--- config.mk ---
export PLATFORM = sky130hd
export DESIGN_NAME = ram_ready_in_pio
export DESIGN_NICKNAME = d
export VERILOG_FILES = /design/src/rtl/ram_ready_in_pio.sv
export SDC_FILE = /design/constraint.sdc
export NUM_CORES = 1
export LEC_CHECK = 0
export ABC_AREA = 1
export CORE_AREA = 4 4 41 43
export CTS_BUF_LIST = sky130_fd_sc_hd__clkbuf_8
export CTS_CLUSTER_SIZE = 25
export DETAILED_ROUTE_END_ITERATION = 12
export DIE_AREA = 0 0 45 47
export PLACE_DENSITY = 0.55
export SETUP_SLACK_MARGIN = 0.4
export SYNTH_ARGS = -nofsm -noshare
export SYNTH_HDL_FRONTEND = slang
export SYNTH_SLANG_ARGS = --single-unit
--- constraint.sdc ---
create_clock -name clk -period 1.3 [get_ports clk]
set_input_delay 0.26 -clock clk [delete_from_list [all_inputs] [get_ports clk]]
set_output_delay 0.26 -clock clk [all_outputs]
set_load 0.005 [all_outputs]
--- src/rtl/ram_ready_in_pio.sv ---
// Avalon-MM input PIO that reports RAM-controller status to the CPU.
// Synchronizes in_port, captures edges into a write-1-to-clear register and raises a masked level irq.
module ram_ready_in_pio #(
    parameter int   WIDTH       = 1,
    parameter int   EDGE_TYPE   = 0,
    parameter logic RESET_LEVEL = 1'b0
) (
    input  logic             clk,
    input  logic             reset_n,
    input  logic [1:0]       address,
    input  logic             chipselect,
    input  logic             read_n,
    input  logic             write_n,
    input  logic [WIDTH-1:0] writedata,
    output logic [WIDTH-1:0] readdata,
    output logic             irq,
    input  logic [WIDTH-1:0] in_port
);

    localparam logic [1:0] ADDR_DATA    = 2'd0;
    localparam logic [1:0] ADDR_IRQMASK = 2'd2;
    localparam logic [1:0] ADDR_EDGECAP = 2'd3;

    logic [WIDTH-1:0] sync1;
    logic [WIDTH-1:0] sync2;
    logic [WIDTH-1:0] prev;
    logic [WIDTH-1:0] irq_mask;
    logic [WIDTH-1:0] edge_cap;
    logic [WIDTH-1:0] edge_det;
    logic [WIDTH-1:0] cap_clr;
    logic [WIDTH-1:0] rd_mux;
    logic             wr_en;
    logic             rd_en;

    // Bus handshake: a transfer is accepted whenever chipselect is high with its strobe low;
    // there is no waitrequest, reads return on the next clock.
    assign wr_en = chipselect & ~write_n;
    assign rd_en = chipselect & ~read_n;

    always_comb begin
        edge_det = '0;
        case (EDGE_TYPE)
            0:       edge_det = sync2 & ~prev;
            1:       edge_det = ~sync2 & prev;
            default: edge_det = sync2 ^ prev;
        endcase
    end

    assign cap_clr = (wr_en && address == ADDR_EDGECAP) ? writedata : '0;

    always_comb begin
        rd_mux = '0;
        case (address)
            ADDR_DATA:    rd_mux = sync2;
            ADDR_IRQMASK: rd_mux = irq_mask;
            ADDR_EDGECAP: rd_mux = edge_cap;
            default:      rd_mux = '0;
        endcase
    end

    always_ff @(posedge clk) begin
        if (!reset_n) begin
            sync1    <= {WIDTH{RESET_LEVEL}};
            sync2    <= {WIDTH{RESET_LEVEL}};
            prev     <= {WIDTH{RESET_LEVEL}};
            irq_mask <= '0;
            edge_cap <= '0;
            readdata <= '0;
            irq      <= 1'b0;
        end else begin
            sync1 <= in_port;
            sync2 <= sync1;
            prev  <= sync2;
            if (wr_en && address == ADDR_IRQMASK)
                irq_mask <= writedata;
            // A new edge overrides a simultaneous clear so no event is lost.
            edge_cap <= (edge_cap & ~cap_clr) | edge_det;
            irq      <= |(edge_cap & irq_mask);
            if (rd_en)
                readdata <= rd_mux;
        end
    end

endmodule

==> results_dict.tcl, run 1 <==
set metrics [dict create \
    path_max_fanout 2 \
    yosysTopAreaCell "dfxtp_1" \
    synthesis.area_um2 284.0 \
    crit_path_end_kind "output port" \
    wl_um 585 \
    ys_ff_latch 7 \
    wl_per_cell_um 8.478 \
    min_period_ns 0.9041 \
    core_mm2 0.001301 \
    numCtsBuffers 3 \
    p_total_mw 0.5663 \
    via_count 271 \
    p_per_area_mw_per_mm2 1257 \
    grt_pass1_vias 255 \
    nets 64 \
    rsz0062_at_grt "true" \
    finClkSkew_ns 0.001844 \
    p_int_mw 0.4521 \
    layout_commonest_cell "nand2_1" \
    fin_tns_setup_ns 0 \
    crit_arrival_ns 0.64 \
    gp_congestion 0.6580 \
    io_buffers 10 \
    ant_nets 0 \
    cts.htree.levels 1 \
    critPathBufInv 1 \
    via_per_inst 3.928 \
    clock-root-buffer "clkbuf_8" \
    min_path_type "input pin to flop" \
    holdWs_ns 0.3303 \
    finalSetupViolations 0 \
    drive_gt1_share_pct 22.22 \
    critPathKind "flop to output port" \
    required_ns 1.04 \
    die_w_um 45 \
    p_leak_nw 0.2456 \
    peakVddDrop_mv 0.7966 \
    ys_types 11 \
    slew_headroom_pct 86.64 \
    clkTransAtPathRegs_ns 0.04 \
    die-area_mm2 0.002115 \
    max_freq_ghz 1.106 \
    cts_tree "done" \
    path_cells "buf_6" \
    insertion_delay_ns 0.22 \
    dp_hpwl_um 459.9 \
    antenna_found_initial 0 \
    ys_seq_area_share_pct 49.34 \
    start_kind "flop" \
    ys_warn_count 0 \
    die_height_um 47 \
    fillers 161 \
    grt_pass1_wl_um 966 \
    mostFrequentLayoutCells "11 x nand2_1, 8 x inv_1, 6 x dfxtp_1" \
    worst_slew_pin_slew_ns 0.2004 \
    cts_setup_buffers 0 \
    ios 11 \
    row_count 13 \
    synth.top_cell.area_share_pct 49.34 \
    status "completed" \
    p_sw_mw 0.1142 \
    max_stage_delay_ns 0.31 \
    grt_overflow 0 \
    pwr-share-comb_pct 8.8 \
    syn_to_final_growth_pct 58.59 \
    postSynthCellCount 40 \
    firstDrtPassIters 2 \
    synth_fp_nets 49 \
    grt_max_degree 6 \
    crit_path_top_delay_cell "dfxtp_2" \
    final_max_slew_viol_count 0 \
    drc 0 \
    cts.path.max_buffers 2 \
    cp_top_family "flip-flops" \
    ys_top_cells_by_area "dfxtp_1 49%, nand2_1 16%, inv_1 11%" \
    drt_iter0_markers 1 \
    maxCapViolations 0 \
    initial_core_util_pct 21.83 \
    cts.sinks 7 \
    diodes 0 \
    clockPowerShare_pct 51.3 \
    seq_power_share_pct 40.0 \
    final_hold_viol_count 0 \
    avgSynthCellArea_um2 7.101 \
    p_sw_share_pct 20.16 \
    finalCritPeriodShare_pct 69.54 \
    grt_usage_pct 7.607 \
]
## state kept, by name, summed over array words and instances, names as in the netlist
| register | count |
|---|---|
| irq_mask | 1 |
| edge_cap | 1 |
| readdata | 1 |
| prev | 1 |
| irq | 1 |
| sync1 | 1 |
| sync2 | 1 |
## synth_stat cells (all sizes together)
master	count
nand2	12
nor2	5
o22ai	1
inv	9
dfxtp	7
o21ai	1
nand3	3
a21oi	2
## power by group through the flow
| stage | registers [mW] | logic [mW] | clock network (mW) |
|---|---|---|---|
| final | 0.226 | 0.0497 | 0.290 |
| after global routing | 0.227 | 0.0570 | 0.313 |
| after CTS | 0.226 | 0.0489 | 0.304 |
| after detailed placement | 0.230 | 0.0545 | 0 |
| after global placement | 0.229 | 0.0545 | 0 |
| after floorplan | 0.229 | 0.0202 | 0 |
## metrics by stage
step           area, um^2  instances  utilization, %  worst slack, ns
2_1_floorplan       284.0         40               -           0.6087
3_3_place_gp        402.9         65           30.96          0.03575
3_5_place_dp        402.9         65           30.96          0.02706
4_1_cts             432.9         69           33.27           0.3814
5_1_grt             450.4         69           34.62           0.3768
6_report            450.4         69           34.62           0.3959
## layout make-up
cell class | instances | area, um^2 | area share [%]
inverters | 9 | 33.78 | 7.500
well taps | 15 | 18.77 | 4.167
flip-flops and latches | 7 | 141.4 | 31.39
clock buffers | 3 | 41.29 | 9.167
repair buffers | 10 | 95.09 | 21.11
clock inverters | 1 | 3.754 | 0.8333
multi-input cells | 24 | 116.4 | 25.83
## layer usage
layer	GRT usage [%]	wire, um	vias up
met1	6.422	230	109
met5	0	0	-
met4	12.28	40	0
met3	4.215	93	4
li1	-	-	146
met2	10.17	220	12
## worst register-to-register path, cell delays in order, from the launching register on
cell     delay (ns)
dfxtp_1        0.32
nand3_1        0.08
nand3_1        0.09
nand2_1        0.05
a21oi_1        0.12
## kinds of logic after synthesis
group / synth area share (%)
and+or+nand+nor: 31.28
buffers and inverters: 11.89
DFF: 49.34
AOI/OAI and AO/OA: 7.489
## repair_timing
action | CTS | global route
endpoints found under the setup margin | 5 | 4
pin swaps | 0 | 3
resized for setup | 15 | 5
hold buffers | 0 | 0
endpoints found under the hold margin | 0 | 0
## path summary, 6_finish.rpt
kind,cells past startpoint,slack [ns],end,startpoint
setup / recovery,1,0.40,readdata,readdata
hold / removal,3,0.33,irq_mask,writedata
setup reg to reg,4,0.57,readdata,edge_cap
hold reg to reg,2,0.41,sync2,sync1
Note: power is estimated with default switching activity, not from simulation.
==> run 2, diff against run 1 <==
- PLACE_DENSITY: 0.55 -> 0.56
- clock period: 1.3 -> 0.8 ns (I/O delays scaled with it)
==> run 2 against run 1 <==
Net effect:
- the flow now finishes with violations (negative setup slack)
- utilization up 4.0 points
- combinational power grew 100%
- clock skew is 0.0011 ns lower
- first-iteration DRC count fell by 100%
- sequential share of layout area shrank 2.3 points
- final area grew 12%
- hold slack got worse by 0.12 ns
- global-route usage down 0.085 points
- sequential power grew 64%
- wire length rose by 1.4%
- worst setup slack worse by 0.40 ns
- critical path type unchanged
- largest cell class is now multi-input gates
- largest power group unchanged
==> results_dict.tcl, run 2 (synthesis results as in run 1) <==
set metrics [dict create \
    status "finished, violations left" \
    failed_checks "negative setup slack" \
    ant_nets 0 \
    drc 0 \
    crit_arrival_ns 0.64 \
    grt_usage_pct 7.522 \
    cts.path.max_buffers 2 \
    core_mm2 0.001301 \
    grt_overflow 0 \
    numCtsBuffers 3 \
    die_w_um 45 \
    die-area_mm2 0.002115 \
    gp_congestion 0.6279 \
    diodes 0 \
    reg2regPathDepth 4 \
    crit_path_end_kind "output port" \
    max_freq_ghz 1.248 \
    postLayoutSetupSlackWorst_ns -0.001532 \
    fin_tns_setup_ns -0.001532 \
    via_per_inst 4.042 \
    cts.htree.levels 1 \
    final_hold_viol_count 0 \
    via_count 287 \
    reg2reg_from "irq_mask" \
    max_stage_delay_ns 0.31 \
    peakVddDrop_mv 0.9160 \
    drt_iter0_markers 0 \
    seq_power_share_pct 39.3 \
    syn_to_final_growth_pct 77.09 \
    path_max_fanout 2 \
    p_sw_mw 0.1977 \
    clkTransAtPathRegs_ns 0.04 \
    io_buffers 10 \
    dp_hpwl_um 447.4 \
    min-delay-start "reset_n" \
    grt_pass1_vias 239 \
    worst_slew_pin_slew_ns 0.1310 \
    grt_max_degree 6 \
    dp.cells 66 \
    grt_pass1_wl_um 972 \
    firstDrtPassIters 1 \
    min_period_ns 0.8015 \
    p_leak_nw 0.2590 \
    antenna_found_initial 0 \
    cts_tree "done" \
    wl_um 593 \
    slew_headroom_pct 91.26 \
    wl_per_cell_um 8.352 \
    path_cells "buf_6" \
    insertion_delay_ns 0.22 \
    mostFrequentLayoutCells "7 x nand2_1, 7 x inv_1, 5 x dfxtp_2" \
    crit_path_top_delay_cell "dfxtp_2" \
    min_path_cells 3 \
    cp_top_family "flip-flops" \
    p_sw_share_pct 20.96 \
    p_per_area_mw_per_mm2 1875 \
    ios 11 \
    fin_cells 71 \
    final_max_slew_viol_count 0 \
    rsz0062_at_grt "true" \
    finClkSkew_ns 0.0007487 \
    start_kind "flop" \
    finalSetupViolations 1 \
    required_ns 0.64 \
    clock-root-buffer "clkbuf_8" \
    clockPowerShare_pct 50.0 \
    drive_gt1_share_pct 57.14 \
    maxCapViolations 0 \
    rrSetupSlack_ns 0.09 \
    nets 66 \
    row_count 13 \
    critPathKind "flop to output port" \
    r2r_end "readdata" \
    finalCritPeriodShare_pct 100.2 \
    min_path_type "input pin to flop" \
    critPathBufInv 1 \
    cts.sinks 7 \
    pwr-share-comb_pct 10.7 \
    whs_endpoint "sync2" \
    initial_core_util_pct 21.83 \
    p_int_mw 0.7454 \
    ctsHoldBuffers 0 \
    die_height_um 47 \
]
[run 2: layout make-up]
| cell class | count | area (um^2) |
|---|---|---|
| timing repair buffer | 12 | 106.4 |
| multi-input combinational | 24 | 152.6 |
| fill | 144 | 798.3 |
| clock inverter | 1 | 3.754 |
| clock buffer | 3 | 41.29 |
| tap | 15 | 18.77 |
| inverter | 9 | 33.78 |
| sequential | 7 | 146.4 |
[run 2: what timing repair did]
action | 4_1_cts | 5_1_grt
endpoints found under the setup margin | 9 | 8
buffers inserted | 1 | 0
pin swaps | 6 | 2
resized for setup | 38 | 7
[run 2: worst max path at each step]
| stage | from | cells past startpoint | slack [ns] | endpoint |
|---|---|---|---|---|
| after detailed placement | address[0] | 6 | -0.39 | readdata |
| after global routing | readdata | 1 | -0.03 | readdata |
| final | readdata | 1 | -0.002 | readdata |
| after floorplan | irq_mask | 4 | 0.15 | readdata |
| after global placement | address[1] | 6 | -0.39 | irq_mask |
| after CTS | readdata | 1 | -0.01 | readdata |
[run 2: stage by stage]
stage | hold WS [ns] | worst slack [ns] | util, % | cell area (um^2) | power, mW
4_1_cts | 0.2366 | -0.01465 | 37.60 | 489.2 | 0.9583
2_1_floorplan | 0.2535 | 0.1528 | - | 292.8 | 0.4062
3_5_place_dp | 0.3993 | -0.3911 | 32.21 | 419.2 | 0.4669
6_report | 0.2138 | -0.001532 | 38.65 | 503.0 | 0.9432
3_3_place_gp | 0.3920 | -0.3868 | 32.21 | 419.2 | 0.4662
5_1_grt | 0.2324 | -0.02984 | 38.65 | 503.0 | 1.012
[run 2: worst register-to-register path, cell delays in order (launching register included)]
cell	delay, ns
dfxtp_2	0.33
nand3_2	0.06
nand3_2	0.07
nand2_2	0.05
a21oi_2	0.12
[run 2: power groups by stage]
stage	combinational (mW)	sequential, mW	clock, mW
after floorplan	0.0334	0.373	0
after global placement	0.0920	0.374	0
after detailed placement	0.0928	0.374	0
after CTS	0.0982	0.370	0.490
after global routing	0.112	0.371	0.528
final	0.101	0.371	0.471
[run 2: routing by layer]
layer / track usage (%) / up-vias / share of wire (%)
met5: 0 / - / 0
met1: 7.323 / 125 / 41
li1: - / 151 / -
met3: 3.448 / 4 / 7.6
met4: 12.28 / 0 / 5.2
met2: 9.322 / 7 / 46
